===== src/rtl/muldiv_seq_pkg.sv =====
// Shared types for the iterative multiply/divide sequencer.
// Latency: n/a (types, constants and a helper only).
// Backpressure: n/a.
package muldiv_seq_pkg;

  // Iteration count of one operation; equals the operand width.
  localparam int MD_ITER = 32;

  typedef enum logic [1:0] {
    MD_OP_MUL   = 2'd0,  // low half of product
    MD_OP_MULHU = 2'd1,  // high half of unsigned product
    MD_OP_DIVU  = 2'd2,  // unsigned quotient
    MD_OP_REMU  = 2'd3   // unsigned remainder
  } md_op_e;

  // Sequencer states kept as plain constants so older tools can consume them.
  typedef logic [1:0] md_state_e;
  localparam md_state_e MD_IDLE = 2'd0;
  localparam md_state_e MD_RUN  = 2'd1;
  localparam md_state_e MD_DONE = 2'd2;

  // Operation bundle carried by ID/EX beside the regular execute parameters.
  typedef struct packed {
    md_op_e               op;
    logic [MD_ITER-1:0]   op_a;
    logic [MD_ITER-1:0]   op_b;
  } md_params_t;

  // Multiply ops share the shift-add path; everything else is a divide.
  function automatic logic md_is_mul(input md_op_e op);
    return (op == MD_OP_MUL) || (op == MD_OP_MULHU);
  endfunction

endpackage


===== src/rtl/md_datapath.sv =====
// Single iteration of shift-add multiply or restoring divide.
// Latency: purely combinational, one step per call.
// Backpressure: none; the sequencer decides when to register the step.
module md_datapath
  import muldiv_seq_pkg::*;
#(
  parameter int XLEN = MD_ITER
) (
  input  logic [1:0]      op,
  input  logic [XLEN-1:0] op_a,     // multiplicand
  input  logic [XLEN-1:0] op_b,     // divisor
  input  logic [XLEN-1:0] hi,       // product high half / partial remainder
  input  logic [XLEN-1:0] lo,       // multiplier bits / dividend-then-quotient
  output logic [XLEN-1:0] hi_next,
  output logic [XLEN-1:0] lo_next
);

  logic [XLEN:0] sum;
  logic [XLEN:0] rem_sh;
  logic [XLEN:0] trial;

  // One multiply or divide step selected by the latched operation.
  always_comb begin
    hi_next = '0;
    lo_next = '0;
    sum     = '0;
    rem_sh  = '0;
    trial   = '0;
    if (md_is_mul(md_op_e'(op))) begin
      // Add the multiplicand when the current multiplier bit is set, keeping
      // the carry so the right shift brings it into the top of hi.
      sum     = {1'b0, hi} + (lo[0] ? {1'b0, op_a} : '0);
      hi_next = sum[XLEN:1];
      lo_next = {sum[0], lo[XLEN-1:1]};
    end else begin
      // Shift the next dividend bit into the remainder, then try to subtract.
      // The remainder before the shift is below the divisor, so XLEN+1 bits
      // are enough for the sign of the trial to be exact.
      rem_sh = {hi, lo[XLEN-1]};
      trial  = rem_sh - {1'b0, op_b};
      if (!trial[XLEN]) begin
        hi_next = trial[XLEN-1:0];
        lo_next = {lo[XLEN-2:0], 1'b1};
      end else begin
        hi_next = rem_sh[XLEN-1:0];
        lo_next = {lo[XLEN-2:0], 1'b0};
      end
    end
  end

endmodule


===== src/rtl/muldiv_seq.sv =====
// Iterative mul/div sequencer beside EX: latches operands, iterates, returns rd data.
// Latency: accept at cycle 0, done pulse at cycle XLEN+1; pipeline stalled XLEN+1 cycles.
// Backpressure: stall held while start is high in IDLE/RUN; drops on flush or in DONE.
module muldiv_seq
  import muldiv_seq_pkg::*;
#(
  parameter int XLEN = MD_ITER
) (
  input  logic            clk,
  input  logic            rst,
  input  logic            start,
  input  logic [1:0]      op,
  input  logic [XLEN-1:0] op_a,
  input  logic [XLEN-1:0] op_b,
  input  logic            flush,
  output logic            stall,
  output logic            done,
  output logic [XLEN-1:0] result
);

  localparam int CNT_W = $clog2(XLEN) + 1;

  md_state_e        state;
  logic [CNT_W-1:0] cnt;
  md_op_e           op_q;
  logic [XLEN-1:0]  a_q;
  logic [XLEN-1:0]  b_q;
  logic [XLEN-1:0]  hi;
  logic [XLEN-1:0]  lo;
  logic [XLEN-1:0]  res_q;
  logic [XLEN-1:0]  hi_next;
  logic [XLEN-1:0]  lo_next;
  logic [XLEN-1:0]  res_next;
  logic             accept;
  logic             last_iter;

  // A new op may start while idle or while handing back the previous result.
  assign accept    = start && !flush && ((state == MD_IDLE) || (state == MD_DONE));
  assign last_iter = (state == MD_RUN) && (cnt == CNT_W'(1));

  // DONE never stalls so EX captures the result in the same cycle.
  assign stall  = start && !flush && ((state == MD_IDLE) || (state == MD_RUN));
  assign done   = (state == MD_DONE);
  assign result = res_q;

  md_datapath #(
    .XLEN (XLEN)
  ) u_datapath (
    .op      (op_q),
    .op_a    (a_q),
    .op_b    (b_q),
    .hi      (hi),
    .lo      (lo),
    .hi_next (hi_next),
    .lo_next (lo_next)
  );

  // Pick the half that holds the answer once the final step completes.
  always_comb begin
    res_next = hi_next;
    case (op_q)
      MD_OP_MUL, MD_OP_DIVU: res_next = lo_next;
      default:               res_next = hi_next;
    endcase
  end

  // Sequencer FSM, iteration counter and datapath registers.
  always_ff @(posedge clk) begin
    if (rst) begin
      state <= MD_IDLE;
      cnt   <= '0;
      op_q  <= MD_OP_MUL;
      a_q   <= '0;
      b_q   <= '0;
      hi    <= '0;
      lo    <= '0;
      res_q <= '0;
    end else begin
      case (state)
        MD_IDLE, MD_DONE: begin
          if (accept) begin
            op_q  <= md_op_e'(op);
            a_q   <= op_a;
            b_q   <= op_b;
            hi    <= '0;
            // Multiply shifts the multiplier out of lo; divide shifts the
            // dividend out while the quotient shifts in.
            lo    <= md_is_mul(md_op_e'(op)) ? op_b : op_a;
            cnt   <= CNT_W'(XLEN);
            state <= MD_RUN;
          end else begin
            state <= MD_IDLE;
          end
        end
        MD_RUN: begin
          if (flush) begin
            cnt   <= '0;
            state <= MD_IDLE;
          end else begin
            hi  <= hi_next;
            lo  <= lo_next;
            cnt <= cnt - CNT_W'(1);
            if (last_iter) begin
              res_q <= res_next;
              state <= MD_DONE;
            end
          end
        end
        default: state <= MD_IDLE;
      endcase
    end
  end

endmodule


===== config.mk =====
export PLATFORM = sky130hd
export DESIGN_NAME = muldiv_seq
export DESIGN_NICKNAME = d
export VERILOG_FILES = /design/src/rtl/muldiv_seq_pkg.sv /design/src/rtl/md_datapath.sv /design/src/rtl/muldiv_seq.sv
export SDC_FILE = /design/constraint.sdc
export NUM_CORES = 1
export LEC_CHECK = 0
export CAP_MARGIN = 20
export CORE_MARGIN = 5
export CORE_UTILIZATION = 50
export DETAILED_ROUTE_END_ITERATION = 8
export GPL_TIMING_DRIVEN = 0
export PLACE_DENSITY = 0.71
export RECOVER_POWER = 50
export REMOVE_ABC_BUFFERS = 1
export SYNTH_ARGS = -nofsm -noshare
export SYNTH_HDL_FRONTEND = slang
export SYNTH_HIERARCHICAL = 1
export SYNTH_SLANG_ARGS = --single-unit

===== constraint.sdc =====
create_clock -name clk -period 4.5 [get_ports clk]
set_input_delay 0.675 -clock clk [delete_from_list [all_inputs] [get_ports clk]]
set_output_delay 0.675 -clock clk [all_outputs]
set_load 0.1 [all_outputs]

Word-level counts from Yosys, hierarchy flattened
Index checks and enable logic that the tools add are counted.
{ "word_totals": {"ff_bits": 170, "out_inout_bits": 34, "wordCells": 60, "input_bits": 70} }
{ "op_classes": {"n_bitwise": 1, "n_eq_ne": 9, "mux": 20, "reduce_logical": 19, "addsub": 3} }
{ "ops": {"columns": ["operator", "n"], "rows": [
  ["32-bit 2-to-1 mux", 10],
  ["32-bit one-hot mux with 2 select lines", 2],
  ["32-bit by 33-bit adder with 33-bit output", 1],
  ["33-bit by 32-bit subtractor with 33-bit output", 1],
  ["6-bit 2-to-1 mux", 2],
  ["6-bit one-hot mux with 2 select lines", 1],
  ["2-bit by 1-bit equality test with 1-bit output (second input constant)", 3],
  ["6-bit by 1-bit equality test with 1-bit output (second input constant)", 1],
  ["2-bit logical NOT", 3],
  ["3-bit AND reduction", 2],
  ["6-bit by 1-bit subtractor with 6-bit output (second input constant)", 1],
  ["2-bit equality test (second input constant)", 2],
  ["1-bit logical AND", 4],
  ["1-bit logical OR", 4],
  ["2-bit 2-to-1 mux", 2],
  ["2-bit inequality test (second input constant)", 2],
  ["2-bit one-hot mux with 2 select lines", 1],
  ["2-bit AND reduction", 2],
  ["2-bit OR reduction", 2],
  ["3-bit inequality test (second input constant)", 1],
  ["1-bit 2-to-1 mux", 2],
  ["2-bit nonzero test", 1],
  ["1-bit logical NOT", 1],
  ["1-bit NOT", 1]
]} }

Longest topological paths before layout
{ "depth": {"word_depth": 5, "depth_mapped": 17, "depth_no_buf": 15} }

Modules after synthesis
Netlist, hierarchy kept.
{ "by_module_without_submodules": {"columns": ["mod", "cells_each", "instances", "seq_area_each_um2", "area_per_inst_um2"], "rows": [
  ["muldiv_seq", 837, 1, 3403.3, 7059.3],
  ["md_datapath", 652, 1, 0.0, 4619.4]
]} }

Worst setup path before layout
No wires, ideal clock.
{ "synth_path": {"path_kind": "input to output", "from": "input port flush", "to": "output port stall", "t_required_ns": 3.825, "stages": 2, "path_slack_ns": 0.772, "t_arrival_ns": 3.053, "n_path_buf": 1, "cell_sequence": "buf_2 nor3b_1"} }
{ "synth_between": {"elab_chain_len": 3} }
{ "synth_lines": {"columns": ["element", "line", "rtl"], "rows": [
  ["from (decl)", "muldiv_seq.sv:15", "input logic flush,"],
  ["1-bit logical NOT", "muldiv_seq.sv:42", "assign stall = start && !flush && ((state == MD_IDLE) || (state == MD_RUN));"],
  ["1-bit logical AND (2 in series)", "muldiv_seq.sv:42", null],
  ["to (decl)", "muldiv_seq.sv:16", "output logic stall,"]
]} }
No other way between the ends.

Worst setup path after layout
{ "layout_path": {"from": "register lo[0]", "to": "register res_q[23], in the netlist result[23]"} }
{ "layout_between": {"elab_chain_len": 4} }
{ "layout_lines": {"columns": ["element", "line", "rtl"], "rows": [
  ["from (decl)", "muldiv_seq.sv:29", "logic [XLEN-1:0] lo;"],
  ["from (signal assigned)", "muldiv_seq.sv:88", "lo <= md_is_mul(md_op_e'(op)) ? op_b : op_a;"],
  ["from (signal assigned)", "muldiv_seq.sv:101", "lo <= lo_next;"],
  ["32-bit 2-to-1 mux", "md_datapath.sv:32", "sum = {1'b0, hi} + (lo[0] ? {1'b0, op_a} : '0);"],
  ["32-bit by 33-bit adder with 33-bit output", "md_datapath.sv:32", null],
  ["32-bit 2-to-1 mux", "md_datapath.sv:29", "if (md_is_mul(md_op_e'(op))) begin"],
  ["named net hi_next[23]", "muldiv_seq.sv:31", "logic [XLEN-1:0] hi_next;"],
  ["32-bit 2-to-1 mux", "muldiv_seq.sv:61", "case (op_q)"],
  ["to (signal assigned)", "muldiv_seq.sv:104", "res_q <= res_next;"],
  ["to (decl)", "muldiv_seq.sv:30", "logic [XLEN-1:0] res_q;"]
]} }
The timed path passes the listed nets, and every way through them passes these cells.
A chain may end at the register's enable or synchronous reset.

==> summary.md <==
* complete, but fails checks — run status
* max-capacitance violations, max-slew violations — violations in the final reports
* flip-flop to flip-flop — WS Path Type
* 29.1% — fraction of the yosys area taken by sequential cells
* 1860 — Final Instance Count excl. Fillers
* 0 — post-cts hold buffer count
* 53600 um — global-route wire length before repair
* 23300 um — sum of net half-perimeters after detailed placement
* 4820 ps — required time at the endpoint of the critical path
* 11700 um2 — summed instance area of the synthesized netlist
* 3410 um2 — register area
* sky130_fd_sc_hd__nand2_1 — most common cell after layout, fill and taps aside
* sky130_fd_sc_hd__nand2_1 (290), sky130_fd_sc_hd__a21oi_1 (192), sky130_fd_sc_hd__dfxtp_1 (167) — commonest cells after routing, fill and taps aside
* 6 — first drt pass iteration count
* 1 — max-capacitance violation count
* 15 — worst reg2reg path depth
* 0% — asr flop ratio synth
* 15 — CP Max Fanout
* 103 — I/O Buffers
* 0 — Inserted Diodes
* met2 — most utilized layer in the global route result
* 34 — Final Max Slew Viols
* 0.239 GHz — maximum clock frequency
* 0 — number of routed nets with antenna violations
* 23300 um2 — Placeable Area
* 41.7% — portion of total power attributed to sequential cells
* 50.2% — Starting Density
* 2.75 mW — internal power
* 7670 um2 — multi-input gate area in the final layout
* 5.77 — Vias/cell
* 10700 — number of vias after detailed routing
* 312 ps — final critical-path setup slack
* 4500 ps — critical path data arrival time
* flip-flop to flip-flop — Tightest Hold Check Type
* 72 — Unique masters post-synth
* 109 — maximum number of pins on one net before global-route repair
* 170 — synthesis-stage register bit count
* 163 um — Die Span X
* 2 — Hold Crit Depth
* 8.63% — layout cells sized above 1
* 4190 ps — Final min period
* 7.84 um2 — Post-Synthesis Mean Instance Area
* no — RSZ-0062 raised after global routing
* 1667 — number of nets in the finished design
* 28.2% — switching share of power
* 721 — DRC violation total after the first TritonRoute iteration
* 282 nW/um2 — power density normalized to cell area
* 13100 um2 — standard cell area after detailed placement
* flip-flop — crit end category
* 1829 — Inst Count DP
* 33.0% — Global Route met1 Usage
* sky130_fd_sc_hd__dfxtp_1 — main flop type after synthesis
* -8.93% — headroom to the max-slew limit
* 1489 — number of instances in the synthesized netlist
* 15.3 ps — setup skew after layout
* 10600 — via count of the first global-routing pass
* 1.08 mW — net switching power
* 6 — Ys Warns
* 0 — aggregate global routing overflow
* 0 — antenna violations before repair
* 0.872 — Final Wtd Congestion
* 0 — endpoints failing setup
* 0.220 mV — IR Drop Worst-Case VDD
* 17 — Num CTS Buffers
* 104 — number of top-level design ports
* 26500 um2 — die area
* 93.1% — ratio of final minimum period to clock period
* 170 — Num Clock Sinks
* 163 um — Die Span Y
* 142 ps — Post-Place Worst Slack
* 4 — H-tree depth
* 0 — number of hold violations in the final report
* 40.2% — Clock power frac
* 17.5 um — final routed wire length divided by cell count
* 2159 — FILL cells
* 2.91% — grt met3 use
* 41.3% — global routing usage on met2
* 70 ps — clk slew on worst S/H paths
* 0 — detailed-route DRC error count
* 13600 um2 — area of all placed cells without fillers
* 58.5% — utilization of the core after routing
* 2 — maximum buffer depth of the clock tree
* 16.5% — area added between synthesis and finish
* 440 ps — Skew-Pair Late Insertion Delay
* 5.82 nW — leakage dissipation
* 24.5% — GRT Util Overall
* yes — clock tree from TritonCTS
* 1630 ps — Tightest Pin Transition
* 56 — count of standard-cell rows
* 32500 um — routed wire length
* 18.1% — combinational power share
* sky130_fd_sc_hd__clkbuf_16 — root buf cell
* flip-flop — Worst setup SP type
* 0 — Post-synth EDFFs
[registers in the layout, indices dropped and copies added (netlist names)]
name and flops:
lo 32, cnt 6, op_q 2, state 2
a_q 32, result 32, b_q 32, hi 32
[power by group through the flow]
stage / Sequential, mW / Clock, mW / Combinational, mW
floorplan: 1.62 / 0 / 0.415
global placement: 1.65 / 0 / 0.636
detailed placement: 1.63 / 0 / 0.691
CTS: 1.60 / 1.55 / 0.695
global route: 1.60 / 1.61 / 0.757
finish: 1.60 / 1.54 / 0.692
[repair_timing]
item                       4_1_cts  5_1_grt
gates resized for setup          0        2
setup endpoints to repair        0        3
buffers inserted                 0        0
[cell usage after synthesis (6+ instances only)]
library cell / number / area share, %
sky130_fd_sc_hd__clkbuf_1: 58 / 1.9
sky130_fd_sc_hd__o211ai_1: 37 / 2.4
sky130_fd_sc_hd__a21o_1: 39 / 2.5
sky130_fd_sc_hd__xnor2_1: 34 / 2.5
sky130_fd_sc_hd__mux2_2: 65 / 6.3
sky130_fd_sc_hd__nand2b_1: 9 / 0.48
sky130_fd_sc_hd__o221ai_1: 12 / 0.90
sky130_fd_sc_hd__nor2b_1: 7 / 0.37
sky130_fd_sc_hd__nor3_1: 12 / 0.51
sky130_fd_sc_hd__dfxtp_1: 170 / 29
sky130_fd_sc_hd__mux2i_1: 86 / 7.4
sky130_fd_sc_hd__a21oi_1: 192 / 8.2
sky130_fd_sc_hd__o21bai_1: 7 / 0.45
sky130_fd_sc_hd__ha_1: 66 / 7.1
sky130_fd_sc_hd__and2_1: 35 / 1.9
sky130_fd_sc_hd__a31oi_1: 7 / 0.37
sky130_fd_sc_hd__nand2_1: 290 / 9.3
sky130_fd_sc_hd__o21ai_0: 38 / 1.6
sky130_fd_sc_hd__buf_2: 31 / 1.3
sky130_fd_sc_hd__nand3_1: 52 / 2.2
sky130_fd_sc_hd__a211oi_1: 13 / 0.84
sky130_fd_sc_hd__nand4_1: 8 / 0.43
sky130_fd_sc_hd__inv_1: 45 / 1.4
sky130_fd_sc_hd__xor2_1: 20 / 1.5
sky130_fd_sc_hd__and3_1: 6 / 0.32
sky130_fd_sc_hd__nor2_1: 68 / 2.2
[per-layer routing]
metal	share of wire, %	vias up
met4	1.9	0
met2	48	266
met3	4.3	36
met5	0	-
met1	46	5108
li1	-	5316
[final timing paths]
path / start / endpoint / slack [ps]
hold reg to reg: a_q[0]$_SDFFE_PP0P_ / a_q[0]$_SDFFE_PP0P_ / 450
hold / removal: a_q[0]$_SDFFE_PP0P_ / a_q[0]$_SDFFE_PP0P_ / 450
setup reg to reg: lo[0]$_SDFFE_PP0P_ / result[23]$_SDFFE_PP0P_ / 310
setup / recovery: lo[0]$_SDFFE_PP0P_ / result[23]$_SDFFE_PP0P_ / 310
[cells by family (layout without fill, tap and decap cells)]
kind of cell	count (synthesis)	in the layout	synth area share [%]
XOR/XNOR	55	55	4.19
adder cells (fa/ha/maj)	68	68	7.41
AND/OR/NAND/NOR	506	506	19.2
AO/OA/AOI/OAI	395	395	21.2
buffers and inverters	144	196	5.28
flip-flops	170	170	29.1
multiplexers	151	151	13.6
[through the flow]
step	total power [mW]	hold slack (ps)	TNS [ps]
3_5_place_dp	2.32	445	0
5_1_grt	3.97	467	0
3_3_place_gp	2.28	438	-265950
2_1_floorplan	2.04	426	0
4_1_cts	3.85	453	0
6_report	3.83	452	0
[area by class of cell]
cell class	instances	area share, %
Clock buffer	21	3.31
Timing Repair Buffer	119	9.95
Tap cell	319	2.93
Multi-Input combinational cell	1175	56.4
Inverter	46	1.27
Clock inverter	10	1.05
Sequential cell	170	25.1
[worst max-delay path, stage by stage (launching register included)]
cell and delay [ps]:
sky130_fd_sc_hd__dfxtp_2 430, sky130_fd_sc_hd__and2_1 200, sky130_fd_sc_hd__ha_1 220, sky130_fd_sc_hd__fa_1 440
sky130_fd_sc_hd__a211oi_1 370, sky130_fd_sc_hd__o21bai_1 240, sky130_fd_sc_hd__a211oi_2 410, sky130_fd_sc_hd__nor4_1 140
sky130_fd_sc_hd__o21ai_0 210, sky130_fd_sc_hd__nand2_1 210, sky130_fd_sc_hd__or4_1 450, sky130_fd_sc_hd__o311ai_1 90
sky130_fd_sc_hd__a31oi_1 100, sky130_fd_sc_hd__mux2_2 330, sky130_fd_sc_hd__mux2i_1 140, sky130_fd_sc_hd__nor2_1 70
No activity file was read; power rests on OpenSTA's default activity.
